<file path="config.mk">
export PLATFORM = sky130hd
export DESIGN_NAME = gf2_poly_divider
export DESIGN_NICKNAME = d
export VERILOG_FILES = /design/src/rtl/gf2_pkg.sv /design/src/rtl/gf2_degree.sv /design/src/rtl/gf2_poly_divider.sv
export SDC_FILE = /design/constraint.sdc
export NUM_CORES = 1
export LEC_CHECK = 0
export BUFFER_PORTS_ARGS = -buffer_cell sky130_fd_sc_hd__buf_2
export CAP_MARGIN = 20
export CORE_AREA = 2 2 112 60
export DETAILED_ROUTE_END_ITERATION = 8
export DIE_AREA = 0 0 114 62
export PLACE_DENSITY = 0.82
export SLEW_MARGIN = 15
export SYNTH_ARGS = -nofsm -noshare
export SYNTH_HDL_FRONTEND = slang
export SYNTH_SLANG_ARGS = --single-unit
export TNS_END_PERCENT = 50
</file>
<file path="constraint.sdc">
create_clock -name clk -period 3.4 [get_ports clk]
set_input_delay 0.17 -clock clk [delete_from_list [all_inputs] [get_ports clk]]
set_output_delay 0.17 -clock clk [all_outputs]
set_load 0.02 [all_outputs]
</file>
<file path="src/rtl/gf2_pkg.sv">
// Shared types and helpers for the GF(2) polynomial divider.
// Holds the FSM state encoding and the width of a degree index.
package gf2_pkg;

  typedef enum logic [1:0] {
    IDLE = 2'd0,
    DIV  = 2'd1,
    DONE = 2'd2
  } state_t;

  // Bits needed to hold a degree 0..k-1; never narrower than one bit.
  function automatic int deg_width(input int k);
    return (k > 1) ? $clog2(k) : 1;
  endfunction

endpackage

</file>
<file path="src/rtl/gf2_degree.sv">
// Combinational priority encoder: index of the highest set bit of a polynomial,
// plus a flag for the all-zero polynomial.
module gf2_degree
  import gf2_pkg::*;
#(
  parameter int K  = 8,
  parameter int DW = deg_width(K)
) (
  input  logic [K-1:0]  i_poly,
  output logic [DW-1:0] o_deg,
  output logic          o_zero
);

  always_comb begin
    o_deg  = '0;
    o_zero = (i_poly == '0);
    for (int i = 0; i < K; i++) begin
      if (i_poly[i]) o_deg = DW'(i);
    end
  end

endmodule

</file>
<file path="src/rtl/gf2_poly_divider.sv">
// Bit-serial carry-less polynomial divider: one dividend bit per cycle, MSB first.
// Handshake: a transfer happens on a rising edge where valid && ready, on both ports.
module gf2_poly_divider
  import gf2_pkg::*;
#(
  parameter int k = 8
) (
  input  logic           clk,
  input  logic           rst,
  input  logic           in_valid,
  output logic           in_ready,
  input  logic [2*k-1:0] dividend,
  input  logic [k-1:0]   divisor,
  output logic           out_valid,
  input  logic           out_ready,
  output logic [2*k-1:0] quotient,
  output logic [k-1:0]   remainder,
  output logic           div_by_zero,
  output state_t         o_state
);

  localparam int DW = deg_width(k);
  localparam int CW = $clog2(2 * k);

  state_t         r_state;
  state_t         w_next;
  logic [2*k-1:0] r_dividend;
  logic [k-1:0]   r_divisor;
  logic [DW-1:0]  r_deg;
  // The accumulator's top bit is always cleared by the step XOR, so it is not stored.
  logic [k-2:0]   r_acc;
  logic [2*k-2:0] r_q;
  logic [CW-1:0]  r_cnt;
  logic [2*k-1:0] r_quotient;
  logic [k-1:0]   r_remainder;
  logic           r_dbz;

  logic [DW-1:0]  w_deg;
  logic           w_zero;
  logic           w_accept;
  logic           w_last;
  logic           w_bit;
  logic [k-1:0]   w_t;
  logic           w_qbit;
  logic [k-1:0]   w_acc_next;
  logic [2*k-1:0] w_q_next;

  gf2_degree #(.K(k), .DW(DW)) u_degree (
    .i_poly (divisor),
    .o_deg  (w_deg),
    .o_zero (w_zero)
  );

  assign in_ready    = (r_state == IDLE);
  assign out_valid   = (r_state == DONE);
  assign quotient    = r_quotient;
  assign remainder   = r_remainder;
  assign div_by_zero = r_dbz;
  assign o_state     = r_state;

  assign w_accept   = in_valid && in_ready;
  assign w_last     = (r_cnt == '0);
  assign w_bit      = r_dividend[r_cnt];
  assign w_t        = {r_acc, w_bit};
  assign w_qbit     = w_t[r_deg];
  assign w_acc_next = w_qbit ? (w_t ^ r_divisor) : w_t;
  assign w_q_next   = {r_q, w_qbit};

  always_ff @(posedge clk) begin
    if (rst) r_state <= IDLE;
    else     r_state <= w_next;
  end

  always_comb begin
    w_next = r_state;
    case (r_state)
      IDLE:    if (w_accept) w_next = w_zero ? DONE : DIV;
      DIV:     if (w_last) w_next = DONE;
      DONE:    if (out_ready) w_next = IDLE;
      default: w_next = IDLE;
    endcase
  end

  always_ff @(posedge clk) begin
    if (rst) begin
      r_dividend  <= '0;
      r_divisor   <= '0;
      r_deg       <= '0;
      r_acc       <= '0;
      r_q         <= '0;
      r_cnt       <= '0;
      r_quotient  <= '0;
      r_remainder <= '0;
      r_dbz       <= 1'b0;
    end else begin
      case (r_state)
        IDLE: begin
          if (w_accept) begin
            r_dividend <= dividend;
            r_divisor  <= divisor;
            r_deg      <= w_deg;
            r_acc      <= '0;
            r_q        <= '0;
            r_cnt      <= CW'(2 * k - 1);
            if (w_zero) begin
              r_quotient  <= '0;
              r_remainder <= '0;
              r_dbz       <= 1'b1;
            end
          end
        end
        DIV: begin
          r_acc <= w_acc_next[k-2:0];
          r_q   <= w_q_next[2*k-2:0];
          r_cnt <= w_last ? '0 : r_cnt - CW'(1);
          if (w_last) begin
            r_quotient  <= w_q_next;
            r_remainder <= w_acc_next;
            r_dbz       <= 1'b0;
          end
        end
        default: ;
      endcase
    end
  end

endmodule

</file>
==> impl_metrics.py, run 1 <==
metrics = {
    "timing": {
        "worst_slew_pin_slew_ns": 0.804,
        "slew_headroom": 0.462,
        "finalMaxSlewViolations": 0,
        "finalHoldViolations": 0,
        "tns_ns": 0,
        "rsz0062_at_grt": "no",
        "setup_viol": 0,
        "max_clock_freq_mhz": 401,
        "hold-worst-slack_ns": 0.0646,
        "final.setup_skew_ns": 0.00634,
        "period_needed_ns": 2.49,
        "fin_crit_sh": 0.734,
    },
    "pwr": {
        "power.switching_mw": 0.645,
        "peakVddDrop_mv": 0.323,
        "swShare": 0.281,
        "powerDensity_mw_per_mm2": 566,
        "combPwrFrac": 0.153,
        "p_int_mw": 1.65,
        "clock_power_share": 0.396,
        "pwr-share-seq": 0.451,
        "p_leak_nw": 1.57,
    },
    "yosys": {
        "synth_area_leaders": "dfxtp_1 (46%), nand2_1 (7.2%), a21oi_1 (7.1%), a22oi_1 (6.2%), nor2_1 (4.0%)",
        "yosysMostFrequentCell": "dfxtp_1",
        "syn_area_per_cell_um2": 8.43,
        "syn_nets": 444,
        "syn-cell-area_mm2": 0.00351,
        "synth_top_cell_by_area": "dfxtp_1",
        "yosysUniqueCellTypes": 40,
        "synth_seq_cells": 80,
        "synthArstFlopShare": 0,
        "synth_cells": 416,
        "synth_commonest_cells": "dfxtp_1 (80), nand2_1 (67), a21oi_1 (50), nor2_1 (37), a22oi_1 (29)",
        "synth_edf_count": 0,
        "synth_warnings": 0,
        "synth_ff_type": "dfxtp_1",
        "synth.top_cell.area_share": 0.457,
        "seq_area_frac_synth": 0.457,
    },
    "placed_design": {
        "io_buffers": 56,
        "dp.cells": 525,
        "routabilityCongestion": 0.917,
        "place_hpwl_um": 5710,
    },
    "drt": {
        "detail-route-antenna-nets": 0,
        "drt-initial-drc-count": 414,
        "vias_per_cell": 5.90,
        "drc": 0,
        "wl_per_cell_um": 15.9,
        "dr.pass1.iters": 5,
        "vias": 3194,
        "wirelength_um": 8590,
    },
    "worst_setup_path": {
        "reg2reg_to": "remainder[2]",
        "required_ns": 3.68,
        "critPathSlowestCell": "dfxtp_1",
        "path_class": "reg -> reg",
        "reg2reg_depth": 6,
        "cp-end-kind": "flip-flop",
        "cpPeakStageDelay_ns": 0.77,
        "start_kind": "flip-flop",
        "reg2reg_slack_ns": 0.91,
        "path_depth": 6,
        "cp_cell_sequence": "mux2i_1, a22oi_1, nand4_1, a31o_4, nor2_1, a221o_1",
        "cp.arrival_ns": 2.77,
        "critPathMaxFanout": 16,
        "crit_family": "compound AO/OA/AOI/OAI gates",
        "path_buf_inv": 0,
        "timing.rr.start": "r_cnt[0]",
    },
    "floorplan": {
        "dieWidth_um": 114,
        "io_pins": 57,
        "rows": 21,
        "fp.dieH_um": 62,
        "die_area_mm2": 0.00707,
        "start_util": 0.561,
        "core_mm2": 0.00625,
    },
    "layout": {
        "multiInputGateArea_mm2": 0.00172,
        "fillers": 530,
        "stdcell_count": 541,
        "drive_gt1_frac": 0.184,
        "nNetsFinal": 484,
        "regArea_mm2": 0.00160,
        "syn_to_final_growth_pct": 15.8,
        "final_util": 0.649,
        "n_antenna_cell": 0,
    },
    "run": {
        "maxCapViolations": 0,
    },
    "global_routing": {
        "overflow": 0,
        "grt_pass1_wl_um": 13800,
        "grt_pass1_vias": 2718,
        "antenna_found_initial": 0,
        "grt_max_degree": 51,
        "track_usage": 0.258,
    },
    "cts": {
        "cts_tree": "done",
        "post_cts_resized": 0,
        "cts.htree.levels": 3,
        "clock_sinks": 80,
        "post-cts-setup-buffer-count": 0,
        "worstSkewPairLatency_ns": 0.34,
        "root_buffer": "clkbuf_16",
        "holdBufCountCts": 0,
        "clkTransAtPathRegs_ns": 0.06,
        "cts_buffers": 9,
        "clock_path_buffers": 2,
    },
    "worst_hold_path": {
        "hold_start": "dividend[11]",
        "hp-class": "in -> reg",
        "whs_endpoint": "r_dividend[11]",
        "hold_depth": 3,
    },
    "status": {
        "status": "finished clean",
    },
}
## cell families (layout without fill, tap and decap cells)
| family | after synthesis | count (layout) | share of synthesized area |
|---|---|---|---|
| flops | 80 | 80 | 0.457 |
| mux | 14 | 14 | 0.0435 |
| simple gates | 176 | 176 | 0.245 |
| compound gates | 108 | 108 | 0.203 |
| buf+inv | 38 | 83 | 0.0521 |
## layout by cell type (no fill, tap or decap), types with 2 or more instances in the layout
master     Yosys  layout
nor4_1         3       3
o21a_1         2       2
buf_2          5      56
a21oi_1       50      50
nand2b_1       5       5
nor2b_1       15      14
a211oi_1       2       2
nor2_1        37      37
clkbuf_8       0       3
nor3_1         4       4
inv_1          4       4
o31ai_1        2       2
nor3b_1        3       3
dfxtp_1       80      80
nand3_1       18      18
nand2_1       67      67
nand4b_1       6       6
nand3b_1       8       8
o221ai_1       5       5
mux2i_1       13      13
a31oi_1        2       2
clkbuf_16      0       9
buf_4          1       7
o21ai_0        5       5
or3_1          3       3
clkinv_2       0       3
a221o_1        6       6
nand4_1        2       2
a22oi_1       29      29
## registers in the layout, summed over array words and instances, names as in the netlist
| signal | flops |
|---|---|
| r_q | 15 |
| r_dividend | 16 |
| r_divisor | 8 |
| r_cnt | 4 |
| div_by_zero | 1 |
| o_state | 2 |
| r_deg | 3 |
| quotient | 16 |
| remainder | 8 |
| r_acc | 7 |
## worst min-delay path, cell delays in order
cell	delay, ns
buf_2	0.09
nand2_1	0.04
a21oi_1	0.05
## power by group through the flow
stage | Clock (mW) | Combinational, mW | Sequential, mW
after global routing | 0.964 | 0.383 | 1.04
after detailed placement | 0 | 0.342 | 1.05
after CTS | 0.926 | 0.346 | 1.03
after floorplan | 0 | 0.271 | 1.04
after global placement | 0 | 0.337 | 1.05
final | 0.910 | 0.352 | 1.04
## metal layers
| metal | vias to the layer above | share of wire | track usage |
|---|---|---|---|
| met5 | - | 0 | 0 |
| met4 | 0 | 0.0090 | 0.0871 |
| met3 | 11 | 0.095 | 0.0960 |
| met2 | 178 | 0.40 | 0.367 |
| met1 | 1447 | 0.49 | 0.363 |
| li1 | 1558 | - | - |
## metrics by stage
stage	power, mW	area [um^2]	worst slack (ns)
after global placement	1.39	3770	1.02
after detailed placement	1.40	3770	0.984
after floorplan	1.31	3510	1.58
final	2.30	4060	0.906
after global routing	2.39	4060	0.743
after CTS	2.31	4060	0.955
## cell type report
| cell class | instances | area share |
|---|---|---|
| inverters | 4 | 0.00370 |
| well taps | 80 | 0.0247 |
| flip-flops and latches | 80 | 0.395 |
| repair buffers | 63 | 0.0820 |
| clock buffers | 13 | 0.0666 |
| multi-input cells | 298 | 0.425 |
| clock inverters | 3 | 0.00370 |
## how the worst max path moves through the flow
stage | from | to | slack (ns)
after floorplan | r_cnt[0] | remainder[2] | 1.58
after global placement | r_cnt[0] | remainder[2] | 1.02
after detailed placement | r_cnt[0] | remainder[4] | 0.98
after CTS | r_cnt[0] | remainder[4] | 0.95
after global routing | o_state[1] | remainder[7] | 0.74
final | r_cnt[0] | remainder[2] | 0.91
No activity file was read; power rests on OpenSTA's default activity.
==> run 2: changes to the inputs <==
CORE_AREA = 2 2 115 61   (was 2 2 112 60)
DIE_AREA = 0 0 117 63   (was 0 0 114 62)
PLACE_DENSITY = 0.78   (was 0.82)
clock period = 2.6 ns   (was 3.4 ns; I/O delays follow)
==> run 2 against run 1 <==
Compared with the run above: final area is 1.5% higher; critical path type unchanged; setup slack worse by 0.64 ns; clock skew is 0.0035 ns lower; sequential share of layout area is 0.60 points lower; power is 37% higher; final cell count is 2.6% higher; combinational power is 32% higher; via count is 2.3% higher; core utilization is 0.88 points lower; die area is 4.3% higher; hold slack worse by 0.035 ns.
==> impl_metrics.py, run 2 (synthesized netlist as in run 1, its figures left out) <==
metrics = {
    "timing": {
        "period_needed_ns": 2.33,
        "final.setup_skew_ns": 0.00288,
        "finalMaxSlewViolations": 0,
        "worst_slew_pin_slew_ns": 0.892,
        "max_clock_freq_mhz": 429,
        "rsz0062_at_grt": "no",
        "tns_ns": 0,
        "slew_headroom": 0.405,
        "fin_crit_sh": 0.896,
        "finalHoldViolations": 0,
        "setup_viol": 0,
    },
    "worst_setup_path": {
        "path_depth": 6,
        "required_ns": 2.87,
        "cpPeakStageDelay_ns": 0.74,
        "cp_cell_sequence": "mux2i_1, a22oi_1, nand4_1, a31o_4, nor2_1, a221o_1",
        "start_kind": "flip-flop",
        "critPathSlowestCell": "dfxtp_1",
        "crit_family": "compound AO/OA/AOI/OAI gates",
        "path_buf_inv": 0,
        "critPathMaxFanout": 16,
        "cp.arrival_ns": 2.60,
        "path_class": "reg -> reg",
        "cp-end-kind": "flip-flop",
        "reg2reg_depth": 6,
    },
    "cts": {
        "post-cts-setup-buffer-count": 0,
        "clock_path_buffers": 2,
        "cts_buffers": 9,
        "root_buffer": "clkbuf_16",
        "cts.htree.levels": 3,
        "clock_sinks": 80,
        "worstSkewPairLatency_ns": 0.34,
        "cts_tree": "done",
        "post_cts_resized": 0,
        "holdBufCountCts": 0,
        "clkTransAtPathRegs_ns": 0.06,
    },
    "layout": {
        "nNetsFinal": 486,
        "fillers": 545,
        "mostFrequentLayoutCells": "dfxtp_1 (80), nand2_1 (67), buf_2 (56), a21oi_1 (50), nor2_1 (37)",
        "final_common_cell": "dfxtp_1",
        "multiInputGateArea_mm2": 0.00172,
        "syn_to_final_growth_pct": 17.6,
        "regArea_mm2": 0.00160,
        "drive_gt1_frac": 0.190,
        "n_antenna_cell": 0,
        "final_util": 0.640,
    },
    "floorplan": {
        "rows": 21,
        "die_area_mm2": 0.00737,
        "dieWidth_um": 117,
        "fp.dieH_um": 63,
        "start_util": 0.545,
        "io_pins": 57,
        "core_mm2": 0.00644,
    },
    "drt": {
        "vias": 3268,
        "detail-route-antenna-nets": 0,
        "drt-initial-drc-count": 331,
        "vias_per_cell": 5.89,
        "dr.pass1.iters": 5,
        "wl_per_cell_um": 16.5,
        "wirelength_um": 9160,
        "drc": 0,
    },
    "global_routing": {
        "overflow": 0,
        "track_usage": 0.254,
        "grt_pass1_wl_um": 14500,
        "grt_max_degree": 94,
        "antenna_found_initial": 0,
        "grt_pass1_vias": 2905,
    },
    "pwr": {
        "peakVddDrop_mv": 0.467,
        "p_leak_nw": 1.59,
        "finalPower_mw": 3.15,
        "powerDensity_mw_per_mm2": 765,
    },
    "run": {
        "maxCapViolations": 0,
    },
    "worst_hold_path": {
        "hold_depth": 3,
        "hp-class": "in -> reg",
    },
    "placed_design": {
        "io_buffers": 56,
        "place_hpwl_um": 6060,
        "routabilityCongestion": 1.02,
    },
    "status": {
        "status": "finished clean",
    },
}
-- run 2: changes by cell type in the layout (fill, tap and decap cells not counted) --
cell	delta
clkinv_4	+1
clkinvlp_4	+1
clkinv_2	-2
buf_4	+2
clkbuf_1	-1
bufinv_16	+1
-- run 2: final timing paths --
| kind | startpoint | to | slack (ns) |
|---|---|---|---|
| hold reg to reg | r_dividend[8] | r_dividend[8] | 0.46 |
| hold / removal | dividend[9] | r_dividend[9] | 0.03 |
| setup / recovery | r_cnt[0] | remainder[5] | 0.27 |
| setup reg to reg | r_cnt[0] | remainder[5] | 0.27 |
-- run 2: per-layer routing --
layer	part of all wire	vias up	routed length, um	global-route usage
li1	-	1565	-	-
met1	0.49	1559	4480	0.368
met2	0.42	130	3840	0.353
met3	0.078	14	718	0.0834
met4	0.013	0	118	0.0853
met5	0	-	0	0
-- run 2: layout make-up --
class,instances,area share
flip-flops and latches,80,0.389
inverters,4,0.00364
multi-input cells,298,0.418
clock inverters,4,0.0124
clock buffers,12,0.0647
repair buffers,65,0.0844
well taps,92,0.0279
-- run 2: power by group --
group          internal [mW]  switching [mW]  total (mW)  leakage (nW)
registers               1.28          0.0765        1.36         0.651
clock network          0.822           0.503        1.32         0.155
logic                  0.164           0.303       0.466         0.782
-- run 2: metrics by stage --
step	std cells	area, um^2	setup WS (ns)	hold WS [ns]
3_5_place_dp	539	3800	0.366	0.379
4_1_cts	555	4120	0.320	0.0228
3_3_place_gp	539	3800	0.457	0.374
5_1_grt	555	4120	0.131	0.0363
2_1_floorplan	416	3510	0.778	0.266
6_report	555	4120	0.270	0.0293
-- run 2: worst register-to-register path: stages (launching register included) --
cell     delay [ns]
dfxtp_1        0.74
mux2i_1        0.18
a22oi_1        0.21
nand4_1        0.17
a31o_4         0.34
nor2_1         0.38
a221o_1        0.25
==> run 3: changes to the inputs <==
==> constraint.sdc (replaced) <==
create_clock -name clk -period 2.6 [get_ports clk]
set_input_delay 0.26 -clock clk [delete_from_list [all_inputs] [get_ports clk]]
set_output_delay 0.26 -clock clk [all_outputs]
set_load 0.02 [all_outputs]
==> run 3 against run 2 <==
Compared with the run above: non-clock buffer count unchanged; via count down 1.3%; clock skew up 0.0022 ns; sequential power about the same; final area down 0.49%; first-iteration DRC count up 1.5%; power down 2.4%; die area unchanged; core utilization down 0.31 points; largest cell class unchanged; sequential share of layout area up 0.19 points; critical path type unchanged; register-to-register slack better by 0.07 ns; sequential cell count unchanged.
==> impl_metrics.py, run 3 (synthesized netlist as in run 1, its figures left out) <==
metrics = {
    "worst_setup_path": {
        "cp.arrival_ns": 2.53,
        "setup.worst_path.end": "remainder[2]",
        "start_kind": "flip-flop",
        "reg2reg_to": "remainder[2]",
        "cp-end-kind": "flip-flop",
        "required_ns": 2.87,
        "timing.rr.start": "r_cnt[0]",
        "reg2reg_depth": 7,
        "critPathLaunch": "r_cnt[0]",
        "reg2reg_slack_ns": 0.34,
        "critPathMaxFanout": 16,
        "path_class": "reg -> reg",
    },
    "placed_design": {
        "routabilityCongestion": 0.891,
        "placed_cell_area_mm2": 0.00380,
        "io_buffers": 56,
        "place_hpwl_um": 5830,
    },
    "global_routing": {
        "track_usage": 0.251,
        "grt_max_degree": 94,
        "overflow": 0,
        "grt_pass1_wl_um": 14400,
        "antenna_found_initial": 0,
        "grt_pass1_vias": 2925,
    },
    "drt": {
        "drt-initial-drc-count": 336,
        "wirelength_um": 8800,
        "wl_per_cell_um": 15.8,
        "vias": 3225,
        "detail-route-antenna-nets": 0,
        "vias_per_cell": 5.81,
        "dr.pass1.iters": 5,
        "drc": 0,
    },
    "timing": {
        "slew_headroom": 0.402,
        "final.setup_skew_ns": 0.00504,
        "setup_viol": 0,
        "fin_crit_sh": 0.868,
        "worst_slew_pin_slew_ns": 0.896,
        "hold-worst-slack_ns": 0.159,
        "finalMaxSlewViolations": 0,
        "max_clock_freq_mhz": 443,
        "rsz0062_at_grt": "no",
        "tns_ns": 0,
        "period_needed_ns": 2.26,
        "finalHoldViolations": 0,
    },
    "pwr": {
        "p_leak_nw": 1.58,
        "powerDensity_mw_per_mm2": 750,
        "peakVddDrop_mv": 0.489,
        "finalPower_mw": 3.08,
    },
    "layout": {
        "nNetsFinal": 486,
        "final_common_cell": "dfxtp_1",
        "fillers": 531,
        "n_antenna_cell": 0,
        "mostFrequentLayoutCells": "dfxtp_1 (80), nand2_1 (67), buf_2 (56), a21oi_1 (50), nor2_1 (37)",
        "regArea_mm2": 0.00160,
        "multiInputGateArea_mm2": 0.00172,
        "fin_area_mm2": 0.00410,
        "final_util": 0.637,
        "syn_to_final_growth_pct": 17.0,
        "drive_gt1_frac": 0.188,
    },
    "status": {
        "status": "finished clean",
    },
    "floorplan": {
        "die_area_mm2": 0.00737,
        "io_pins": 57,
        "core_mm2": 0.00644,
        "fp.dieH_um": 63,
        "start_util": 0.545,
        "dieWidth_um": 117,
        "rows": 21,
    },
    "cts": {
        "cts.htree.levels": 3,
        "worstSkewPairLatency_ns": 0.33,
        "post-cts-setup-buffer-count": 0,
        "clkTransAtPathRegs_ns": 0.06,
        "root_buffer": "clkbuf_16",
        "clock_path_buffers": 2,
        "holdBufCountCts": 0,
        "clock_sinks": 80,
        "cts_tree": "done",
        "post_cts_resized": 0,
        "cts_buffers": 9,
    },
    "worst_hold_path": {
        "hp-class": "in -> reg",
    },
    "run": {
        "maxCapViolations": 0,
    },
}
==> run 3: changes by cell type in the layout (fill, tap and decap cells not counted), sizes merged <==
cell	previous run	this run
clkbuf	12	10
clkinv	2	3
inv	4	5
==> run 3: cell type report <==
type | instances | share of cell area
multi-input cells | 298 | 0.420
repair buffers | 65 | 0.0848
flip-flops and latches | 80 | 0.390
clock buffers | 10 | 0.0558
well taps | 92 | 0.0281
clock inverters | 6 | 0.0168
inverters | 4 | 0.00366
==> run 3: metrics by stage <==
| stage | std cells | setup WS [ns] |
|---|---|---|
| after floorplan | 416 | 0.778 |
| after global placement | 539 | 0.556 |
| after detailed placement | 539 | 0.407 |
| after CTS | 555 | 0.398 |
| after global routing | 555 | 0.184 |
| final | 555 | 0.344 |
==> run 3: worst max-delay path, stage by stage, from the launching register on <==
cell	delay (ns)
dfxtp_1	0.49
buf_4	0.25
mux2i_1	0.11
a22oi_1	0.19
nand4_1	0.19
a31o_4	0.35
nor2_1	0.38
a221o_1	0.22
==> run 3: worst min path at each step <==
stage,startpoint,end,slack [ns],cells past startpoint
after floorplan,dividend[0],r_dividend[0],0.40,2
after global placement,r_dividend[8],r_dividend[8],0.44,2
after detailed placement,r_dividend[9],r_dividend[9],0.45,2
after CTS,dividend[0],r_dividend[0],0.15,3
after global routing,dividend[9],r_dividend[9],0.17,3
final,dividend[0],r_dividend[0],0.16,3
==> run 3: power breakdown <==
group	leakage (nW)	internal [mW]	switching, mW
clock	0.143	0.748	0.500
sequential	0.651	1.28	0.0671
combinational	0.783	0.163	0.313
total	1.58	2.20	0.881
==> run 3: layer usage <==
metal / track usage / up-vias / share of wire
met4: 0.0765 / 0 / 0.012
met2: 0.344 / 126 / 0.42
met5: 0 / - / 0
li1: - / 1569 / -
met1: 0.380 / 1516 / 0.49
met3: 0.0669 / 14 / 0.078
